<file path="src/rtl/neuron_seq_if.sv">
// Handshake and datapath bundle between neuron_seq and its environment.
// With NEURON_SEQ_ACC_SAT_EN defined the bundle also carries sat_flag.
interface neuron_seq_if #(
  parameter int PARALLEL_IN = 4,
  parameter int DIN1_WIDTH  = 16,
  parameter int DIN2_WIDTH  = 16,
  parameter int SUM_WIDTH   = 32,
  parameter int ACC_WIDTH   = 40,
  parameter int MAX_CHUNKS  = 64
);
  localparam int CNT_WIDTH = $clog2(MAX_CHUNKS + 1);

  logic                              start;
  logic [CNT_WIDTH-1:0]              n_chunks;
  logic                              busy;
  logic [DIN1_WIDTH*PARALLEL_IN-1:0] din1;
  logic [DIN2_WIDTH*PARALLEL_IN-1:0] din2;
  logic                              din_valid;
  logic                              din_ready;
  logic [DIN1_WIDTH*PARALLEL_IN-1:0] ma_din1;
  logic [DIN2_WIDTH*PARALLEL_IN-1:0] ma_din2;
  logic [SUM_WIDTH-1:0]              ma_dout;
  logic [ACC_WIDTH-1:0]              dout;
  logic                              dout_valid;
`ifdef NEURON_SEQ_ACC_SAT_EN
  logic                              sat_flag;
`endif

  modport master (
    output start, n_chunks, din1, din2, din_valid, ma_dout,
    input  busy, din_ready, ma_din1, ma_din2, dout, dout_valid
`ifdef NEURON_SEQ_ACC_SAT_EN
    , sat_flag
`endif
  );

  modport slave (
    input  start, n_chunks, din1, din2, din_valid, ma_dout,
    output busy, din_ready, ma_din1, ma_din2, dout, dout_valid
`ifdef NEURON_SEQ_ACC_SAT_EN
    , sat_flag
`endif
  );
endinterface

</file>
<file path="src/rtl/neuron_seq.sv">
// Sequencer feeding one mult_add datapath and accumulating its partial sums.
// Define NEURON_SEQ_ACC_SAT_EN for a saturating accumulator with sat_flag.
module neuron_seq #(
  parameter int PARALLEL_IN = 4,
  parameter int DIN1_WIDTH  = 16,
  parameter int DIN2_WIDTH  = 16,
  parameter int SUM_WIDTH   = 32,
  parameter int ACC_WIDTH   = 40,
  parameter int MAX_CHUNKS  = 64,
  parameter int PIPE_LAT    = 4
) (
  input logic         clk,
  input logic         rst,
  neuron_seq_if.slave bus
);
  localparam int CNT_WIDTH = $clog2(MAX_CHUNKS + 1);
  localparam int D1W       = DIN1_WIDTH * PARALLEL_IN;
  localparam int D2W       = DIN2_WIDTH * PARALLEL_IN;

  typedef enum logic [1:0] {IDLE, FEED, DRAIN, DONE} state_e;

  state_e                        state_q, state_d;
  logic [CNT_WIDTH-1:0]          n_q, n_d;
  logic [CNT_WIDTH-1:0]          sent_q, sent_d;
  logic signed [ACC_WIDTH-1:0]   acc_q, acc_d;
  logic [PIPE_LAT:0]             tag_q, tag_d;
  logic [D1W-1:0]                ma_din1_q, ma_din1_d;
  logic [D2W-1:0]                ma_din2_q, ma_din2_d;
  logic [ACC_WIDTH-1:0]          dout_q, dout_d;
  logic                          dout_valid_q, dout_valid_d;

  logic                          accept;
  logic [CNT_WIDTH-1:0]          sent_inc;
  logic signed [ACC_WIDTH-1:0]   addend, wrap_sum, acc_next;

  assign accept   = (state_q == FEED) && bus.din_valid;
  assign sent_inc = sent_q + CNT_WIDTH'(1);
  assign addend   = ACC_WIDTH'($signed(bus.ma_dout));
  assign wrap_sum = acc_q + addend;

`ifdef NEURON_SEQ_ACC_SAT_EN
  logic sat_q, sat_d;
  logic ovf;
  // Overflow only when both operands share a sign the result does not.
  assign ovf = (acc_q[ACC_WIDTH-1] == addend[ACC_WIDTH-1]) &&
               (wrap_sum[ACC_WIDTH-1] != acc_q[ACC_WIDTH-1]);
  assign acc_next = !ovf               ? wrap_sum :
                    acc_q[ACC_WIDTH-1] ? {1'b1, {(ACC_WIDTH-1){1'b0}}} :
                                         {1'b0, {(ACC_WIDTH-1){1'b1}}};
`else
  assign acc_next = wrap_sum;
`endif

  always_comb begin
    // NOTE: every signal gets a default first so no path leaves it unassigned (no latches).
    state_d      = state_q;
    n_d          = n_q;
    sent_d       = sent_q;
    acc_d        = acc_q;
    ma_din1_d    = '0;
    ma_din2_d    = '0;
    dout_d       = dout_q;
    dout_valid_d = 1'b0;
    tag_d        = {tag_q[PIPE_LAT-1:0], accept};
`ifdef NEURON_SEQ_ACC_SAT_EN
    sat_d        = sat_q;
`endif

    // The oldest tag lines up with the datapath result of that beat.
    if (tag_q[PIPE_LAT]) begin
      acc_d = acc_next;
`ifdef NEURON_SEQ_ACC_SAT_EN
      sat_d = sat_q | ovf;
`endif
    end

    unique case (state_q)
      IDLE: begin
        if (bus.start) begin
          n_d     = bus.n_chunks;
          sent_d  = '0;
          acc_d   = '0;
          state_d = (bus.n_chunks == '0) ? DRAIN : FEED;
`ifdef NEURON_SEQ_ACC_SAT_EN
          sat_d   = 1'b0;
`endif
        end
      end
      FEED: begin
        if (accept) begin
          ma_din1_d = bus.din1;
          ma_din2_d = bus.din2;
          sent_d    = sent_inc;
          if (sent_inc == n_q) state_d = DRAIN;
        end
      end
      DRAIN: begin
        if (tag_q == '0) state_d = DONE;
      end
      DONE: begin
        dout_d       = acc_q;
        dout_valid_d = 1'b1;
        state_d      = IDLE;
      end
      default: state_d = IDLE;
    endcase
  end

  // NOTE: the tag pipe is reset along with control state; stale tags would add ghost beats.
  always_ff @(posedge clk) begin
    if (!rst) begin
      state_q      <= IDLE;
      n_q          <= '0;
      sent_q       <= '0;
      acc_q        <= '0;
      tag_q        <= '0;
      ma_din1_q    <= '0;
      ma_din2_q    <= '0;
      dout_q       <= '0;
      dout_valid_q <= 1'b0;
`ifdef NEURON_SEQ_ACC_SAT_EN
      sat_q        <= 1'b0;
`endif
    end else begin
      // NOTE: non-blocking assignments so all flops update from pre-edge values.
      state_q      <= state_d;
      n_q          <= n_d;
      sent_q       <= sent_d;
      acc_q        <= acc_d;
      tag_q        <= tag_d;
      ma_din1_q    <= ma_din1_d;
      ma_din2_q    <= ma_din2_d;
      dout_q       <= dout_d;
      dout_valid_q <= dout_valid_d;
`ifdef NEURON_SEQ_ACC_SAT_EN
      sat_q        <= sat_d;
`endif
    end
  end

  assign bus.busy       = (state_q != IDLE);
  assign bus.din_ready  = (state_q == FEED);
  assign bus.ma_din1    = ma_din1_q;
  assign bus.ma_din2    = ma_din2_q;
  assign bus.dout       = dout_q;
  assign bus.dout_valid = dout_valid_q;
`ifdef NEURON_SEQ_ACC_SAT_EN
  assign bus.sat_flag   = sat_q;
`endif
endmodule

</file>
<file path="src/flat_wrapper.sv">
// flat-port wrapper written by rule: the top's interface ports become plain ports
module neuron_seq_flat 
#(
  parameter int PARALLEL_IN = 4,
  parameter int DIN1_WIDTH  = 16,
  parameter int DIN2_WIDTH  = 16,
  parameter int SUM_WIDTH   = 32,
  parameter int ACC_WIDTH   = 40,
  parameter int MAX_CHUNKS  = 64,
  parameter int PIPE_LAT    = 4
)
  (clk, rst, bus_start, bus_n_chunks, bus_din1, bus_din2, bus_din_valid, bus_ma_dout, bus_busy, bus_din_ready, bus_ma_din1, bus_ma_din2, bus_dout, bus_dout_valid);
  neuron_seq_if #(.PARALLEL_IN(PARALLEL_IN), .DIN1_WIDTH(DIN1_WIDTH), .DIN2_WIDTH(DIN2_WIDTH), .SUM_WIDTH(SUM_WIDTH), .ACC_WIDTH(ACC_WIDTH), .MAX_CHUNKS(MAX_CHUNKS)) bus_i ();
  input logic clk;
  input logic rst;
  input wire logic [$bits(bus_i.start)-1:0] bus_start;
  input wire logic [$bits(bus_i.n_chunks)-1:0] bus_n_chunks;
  input wire logic [$bits(bus_i.din1)-1:0] bus_din1;
  input wire logic [$bits(bus_i.din2)-1:0] bus_din2;
  input wire logic [$bits(bus_i.din_valid)-1:0] bus_din_valid;
  input wire logic [$bits(bus_i.ma_dout)-1:0] bus_ma_dout;
  output wire logic [$bits(bus_i.busy)-1:0] bus_busy;
  output wire logic [$bits(bus_i.din_ready)-1:0] bus_din_ready;
  output wire logic [$bits(bus_i.ma_din1)-1:0] bus_ma_din1;
  output wire logic [$bits(bus_i.ma_din2)-1:0] bus_ma_din2;
  output wire logic [$bits(bus_i.dout)-1:0] bus_dout;
  output wire logic [$bits(bus_i.dout_valid)-1:0] bus_dout_valid;
  assign bus_i.start = bus_start;
  assign bus_i.n_chunks = bus_n_chunks;
  assign bus_i.din1 = bus_din1;
  assign bus_i.din2 = bus_din2;
  assign bus_i.din_valid = bus_din_valid;
  assign bus_i.ma_dout = bus_ma_dout;
  assign bus_busy = bus_i.busy;
  assign bus_din_ready = bus_i.din_ready;
  assign bus_ma_din1 = bus_i.ma_din1;
  assign bus_ma_din2 = bus_i.ma_din2;
  assign bus_dout = bus_i.dout;
  assign bus_dout_valid = bus_i.dout_valid;
  neuron_seq #(.PARALLEL_IN(PARALLEL_IN), .DIN1_WIDTH(DIN1_WIDTH), .DIN2_WIDTH(DIN2_WIDTH), .SUM_WIDTH(SUM_WIDTH), .ACC_WIDTH(ACC_WIDTH), .MAX_CHUNKS(MAX_CHUNKS), .PIPE_LAT(PIPE_LAT)) u_core (.clk(clk), .rst(rst), .bus(bus_i));
endmodule
</file>
<file path="config.mk">
export PLATFORM = sky130hd
export DESIGN_NAME = neuron_seq_flat
export DESIGN_NICKNAME = d
export VERILOG_FILES = /design/src/rtl/neuron_seq_if.sv /design/src/rtl/neuron_seq.sv /design/src/flat_wrapper.sv
export SDC_FILE = /design/constraint.sdc
export NUM_CORES = 1
export LEC_CHECK = 0
export ABC_AREA = 0
export CORE_UTILIZATION = 45
export CTS_CLUSTER_DIAMETER = 40
export DETAILED_ROUTE_END_ITERATION = 12
export GPL_ROUTABILITY_DRIVEN = 0
export HOLD_SLACK_MARGIN = 0.02
export PLACE_DENSITY = 0.92
export SLEW_MARGIN = 20
export SYNTH_ARGS = -nofsm -noshare
export SYNTH_HDL_FRONTEND = slang
export SYNTH_SLANG_ARGS = --single-unit
export TNS_END_PERCENT = 30
</file>
<file path="constraint.sdc">
create_clock -name clk -period 3.35 [get_ports clk]
set_clock_uncertainty 0.05 [all_clocks]
set_input_delay 0.8375 -clock clk [delete_from_list [all_inputs] [get_ports clk]]
set_output_delay 0.8375 -clock clk [all_outputs]
set_load 0.01 [all_outputs]
</file>
=== Yosys cells after proc, flatten, opt, wreduce, memory -nomap -nowiden ===
Cells that the tools add are included.

* Logic and storage cells: 42
* Flip-flop bits (word level): 230
* Output and inout port bits: 171

* $add $sub $neg: 2
* Eq/ne operators: 8
* Muxes and demuxes: 13
* Reduce and logical (&&, ||, !) cells: 10

{| class="wikitable"
|+ Operators with widths
! operator !! count
|-
| two-way mux 40 bit || 3
|-
| adder 40 x 32 -> 40 bit || 1
|-
| two-way mux 7 bit || 2
|-
| case mux 7 bit (2 select lines) || 1
|-
| two-way mux 2 bit || 5
|-
| case mux 2 bit (4 select lines) || 1
|-
| adder 7 x 1 -> 7 bit (second input constant) || 1
|-
| equality test 7 bit || 1
|-
| logical NOT 7 bit || 1
|-
| != test 2 x 1 -> 1 bit (second input constant) || 3
|-
| AND reduction 3 bit || 2
|-
| logical NOT 5 bit || 1
|-
| equality test 2 bit (second input constant) || 2
|-
| AND reduction 4 bit || 1
|-
| nonzero test 2 bit || 2
|-
| equality test 2 x 1 -> 1 bit (second input constant) || 1
|-
| logical NOT 2 bit || 1
|-
| != test 2 bit (second input constant) || 1
|-
| AND reduction 2 bit || 1
|-
| logical AND 1 bit || 1
|-
| two-way mux 1 bit || 1
|}

=== Logic depth before layout (Yosys ltp) ===
* Depth in word-level cells: 5
* Depth in mapped cells: 10
* Depth with buffers taken out: 10

=== Least setup slack after synthesis ===
OpenSTA, ideal clock, no wires.

* Path type: input -> register
* Start: in bus_ma_dout[0]
* End: reg u_core.acc_q[24]
* Path buffers: 0
* Cell stages on the path: 9
* Arrival: 2.853 ns
* Path slack: 0.325 ns
* Data required time: 3.178 ns
* Setup time: 0.122 ns
* Cell sequence: ha_1 -> fa_1 -> a21oi_1 -> o21ai_1 -> a31o_1 -> a21o_1 -> o21ai_1 -> a2111oi_0 -> a311o_1

* Word-level cells in the longest chain between the ends: 4

{| class="wikitable"
|+ Ends and longest elaborated chain
! element !! line !! source
|-
| start, declared || flat_wrapper.sv:21 || <nowiki>input wire logic [$bits(bus_i.ma_dout)-1:0] bus_ma_dout;</nowiki>
|-
| adder 40 x 32 -> 40 bit (*) || neuron_seq.sv:39 || <nowiki>assign wrap_sum = acc_q + addend;</nowiki>
|-
| two-way mux 40 bit (*) || neuron_seq.sv:70 || <nowiki>if (tag_q[PIPE_LAT]) begin</nowiki>
|-
| two-way mux 40 bit || neuron_seq.sv:79 || <nowiki>if (bus.start) begin</nowiki>
|-
| two-way mux 40 bit (*) || neuron_seq.sv:77 || <nowiki>unique case (state_q)</nowiki>
|-
| end signal, assigned || neuron_seq.sv:115 || <nowiki>acc_q <= '0;</nowiki>
|-
| end signal, assigned || neuron_seq.sv:129 || <nowiki>acc_q <= acc_d;</nowiki>
|-
| end, declared || neuron_seq.sv:25 || <nowiki>logic signed [ACC_WIDTH-1:0] acc_q, acc_d;</nowiki>
|}

Every way passes the cells marked *; elsewhere a longest branch is shown, timed or not.
A chain may end at the register's enable or synchronous reset.

=== Worst setup path in the final report ===
* Start: in bus_ma_dout[0]
* End: reg u_core.acc_q[34]

The elaborated chain is that of the path after synthesis.

==> run summary <==
status = finished, final reports clean
GRT Total Usage = 27.58%
YS warnings = 0
initial core utilization = 46.11%
Final setup viols = 0
Worst-Margin Slew = 0.7647 ns
# rows = 53
grt ovf = 0
P&R area growth vs syn = 54.00%
clock power share = 46.7%
1st-pass router iterations = 6
Final WS setup = 0.1860 ns
Seq pwr share = 37.8%
clk slew on worst S/H paths = 0.06 ns
TritonCTS clock tree = done
placed instance area = 0.01382 mm^2
share of cells above drive strength 1 = 10.52%
Psw = 1934 uW
Pwr Total = 7715 uW
Post-synth ARST share = 0%
worst hold slack = 0.4061 ns
CP endpoint kind = flip-flop
CTS H-tree depth = 2
Area contributors post-synth = dfxtp_1, and2_1, ha_1
syn nets = 1226
R2R cell count = 10
CTS Sinks = 230
Max Cap Violations = 0
count leader, synth = dfxtp_1
initial antenna violation count = 1
min cycle time layout = 3.164 ns
vias in the first global route = 9146
Pins Over Slew Limit = 0
Arrival @ worst endpoint = 3.47 ns
pin count of the biggest net entering global routing = 92
Most used DFF post-synth = dfxtp_1
worst-path fanout max = 4
Place WS = -0.2288 ns
FMAX = 316.1 MHz
routing usage on met2 = 49.72%
Yosys top cell area share = 47.35%
total number of vias = 9114
LEAKAGE = 0.005914 uW
diode count = 0
cell-internal power = 5781 uW
fin util = 71.02%
register bit total from synthesis = 230
Die ar. = 0.02220 mm^2
critical path class = input pin to flip-flop
sw frac = 25.06%
Root Driver = clkbuf_16
Unique masters post-synth = 70
busiest layer in global routing = met2
via/cell ratio = 5.327
Top Ports = 342
synthesized area = 0.009724 mm^2
DRC viols = 0
Mapped Cells = 1010
VDD IR max = 0.3882 mV
Slew Limit Headroom = 48.96%
power density over cell area = 515.2 mW/mm^2
fillers = 1423
sequential share of the synthesized area = 47.35%
Iter 0 DRT Violations = 530
number of synthesized flops with an enable pin = 0
Post-Syn Area per Cell = 9.628 um^2
grt met3 use = 8.716%
insertion delay to the later sink of the worst-skew pair = 0.49 ns
Startpoint Class = input pin
I/O Buffers = 341
Die Wd = 149 um
post-DP HPWL = 23220 um
Final Hold Fails = 0
fin crit share = 94.45%
first-pass GRT wire length = 47650 um
CTS Buf Count = 34
Worst Path Required = 3.66 ns
most instantiated cells after synthesis = dfxtp_1, and2_1, nand2_1
combinational fraction of design power = 15.4%
worst hold path class = flip-flop to flip-flop
Antenna Violating Nets Remaining = 0
unrepaired setup endpoints after global routing = false
CTS Buffer Depth = 3
die height = 149 um
Post-layout nets = 1628
post-route design area = 0.01498 mm^2
core box area = 0.02109 mm^2
Synth area leader = dfxtp_1
met1 Usage GRT = 27.93%
number of setup buffers added after CTS = 0
Hold Path Cell Cnt = 1
post-detailed-routing wire length = 31330 um
DR WL/cell = 18.31 um
-- routing by layer --
metal	vias up	part of all wire (%)	wire (um)
met2	455	50	15670
met1	4212	36	11160
met3	122	8.5	2672
li1	4323	-	-
met5	-	0.041	13
met4	2	5.8	1818
-- final timing paths --
| path | slack [ns] | startpoint | end |
|---|---|---|---|
| worst max-delay path | 0.19 | bus_ma_dout[0] | u_core.acc_q[34]$_SDFF_PN0_ |
| worst min-delay path | 0.41 | u_core.tag_q[0]$_SDFF_PN0_ | u_core.tag_q[1]$_SDFF_PN0_ |
| worst max register to register | 0.64 | u_core.acc_q[5]$_SDFF_PN0_ | u_core.acc_q[35]$_SDFF_PN0_ |
| worst min register to register | 0.41 | u_core.tag_q[0]$_SDFF_PN0_ | u_core.tag_q[1]$_SDFF_PN0_ |
-- area by class of cell --
type	instances	area, um^2	area share (%)
Multi-Input combinational cell	722	4847	32.37
Sequential cell	230	4604	30.75
Timing Repair Buffer	418	3999	26.70
Clock buffer	42	932.1	6.224
Tap cell	275	344.1	2.298
Clock inverter	18	226.5	1.512
Inverter	6	22.52	0.1504
-- worst max-delay path: stages --
cell and delay (ns):
clkdlybuf4s50_1 0.41, ha_1 0.24, fa_1 0.41, a21oi_1 0.28
o211ai_1 0.15, and3_4 0.23, a311oi_4 0.35, o21a_4 0.21
nor3_1 0.05, a31oi_1 0.19, o22ai_1 0.12
-- cells by family after synthesis --
kind of cell | after synthesis | synth area share [%]
simple gates | 397 | 22.41
flops | 230 | 47.35
compound gates | 200 | 13.61
buf+inv | 58 | 2.895
mux | 51 | 5.250
fa+ha+maj | 45 | 5.867
xor+xnor | 29 | 2.612
-- metrics by stage --
stage / instances / TNS, ns
5_1_grt: 1711 / 0
3_3_place_gp: 1651 / -0.9259
3_5_place_dp: 1651 / -2.028
2_1_floorplan: 1010 / 0
6_report: 1711 / 0
4_1_cts: 1711 / 0
-- registers in the layout, indices dropped and copies added (netlist names) --
signal                 flops
u_core.state_q             2
u_core.tag_q               5
u_core.n_q                 7
u_core.sent_q              7
u_core.bus.ma_din2        64
u_core.bus.ma_din1        64
u_core.bus.dout           40
u_core.bus.dout_valid      1
u_core.acc_q              40
-- power groups by stage --
stage | combinational [uW] | clock (uW) | sequential (uW)
2_1_floorplan | 497 | 0 | 3020
3_3_place_gp | 1130 | 0 | 2970
3_5_place_dp | 1170 | 0 | 2970
4_1_cts | 1190 | 3650 | 2920
5_1_grt | 1270 | 3790 | 2930
6_report | 1190 | 3610 | 2920
-- layout by cell type (no fill, tap or decap), drive strengths merged, types with 4 or more instances in the layout --
cell	count
a2111oi	4
a211oi	6
a21boi	10
a21o	15
a21oi	61
a221o	5
a22oi	4
a31oi	7
and2	138
and3	13
buf	78
bufinv	4
clkbuf	42
clkdlybuf4s50	340
clkinv	4
dfxtp	230
ha	44
inv	13
mux2i	51
nand2	69
nand2b	4
nand3	25
nand4	15
nor2	55
nor2b	44
nor3	13
nor4	6
o211ai	10
o21a	6
o21ai	42
o21bai	6
or3	6
xnor2	17
xor2	12
-- what timing repair did --
action	4_1_cts	5_1_grt
endpoints found under the setup margin	0	1
hold buffers	0	0
gates resized for setup	0	1
(Power assumes the default switching activity.)
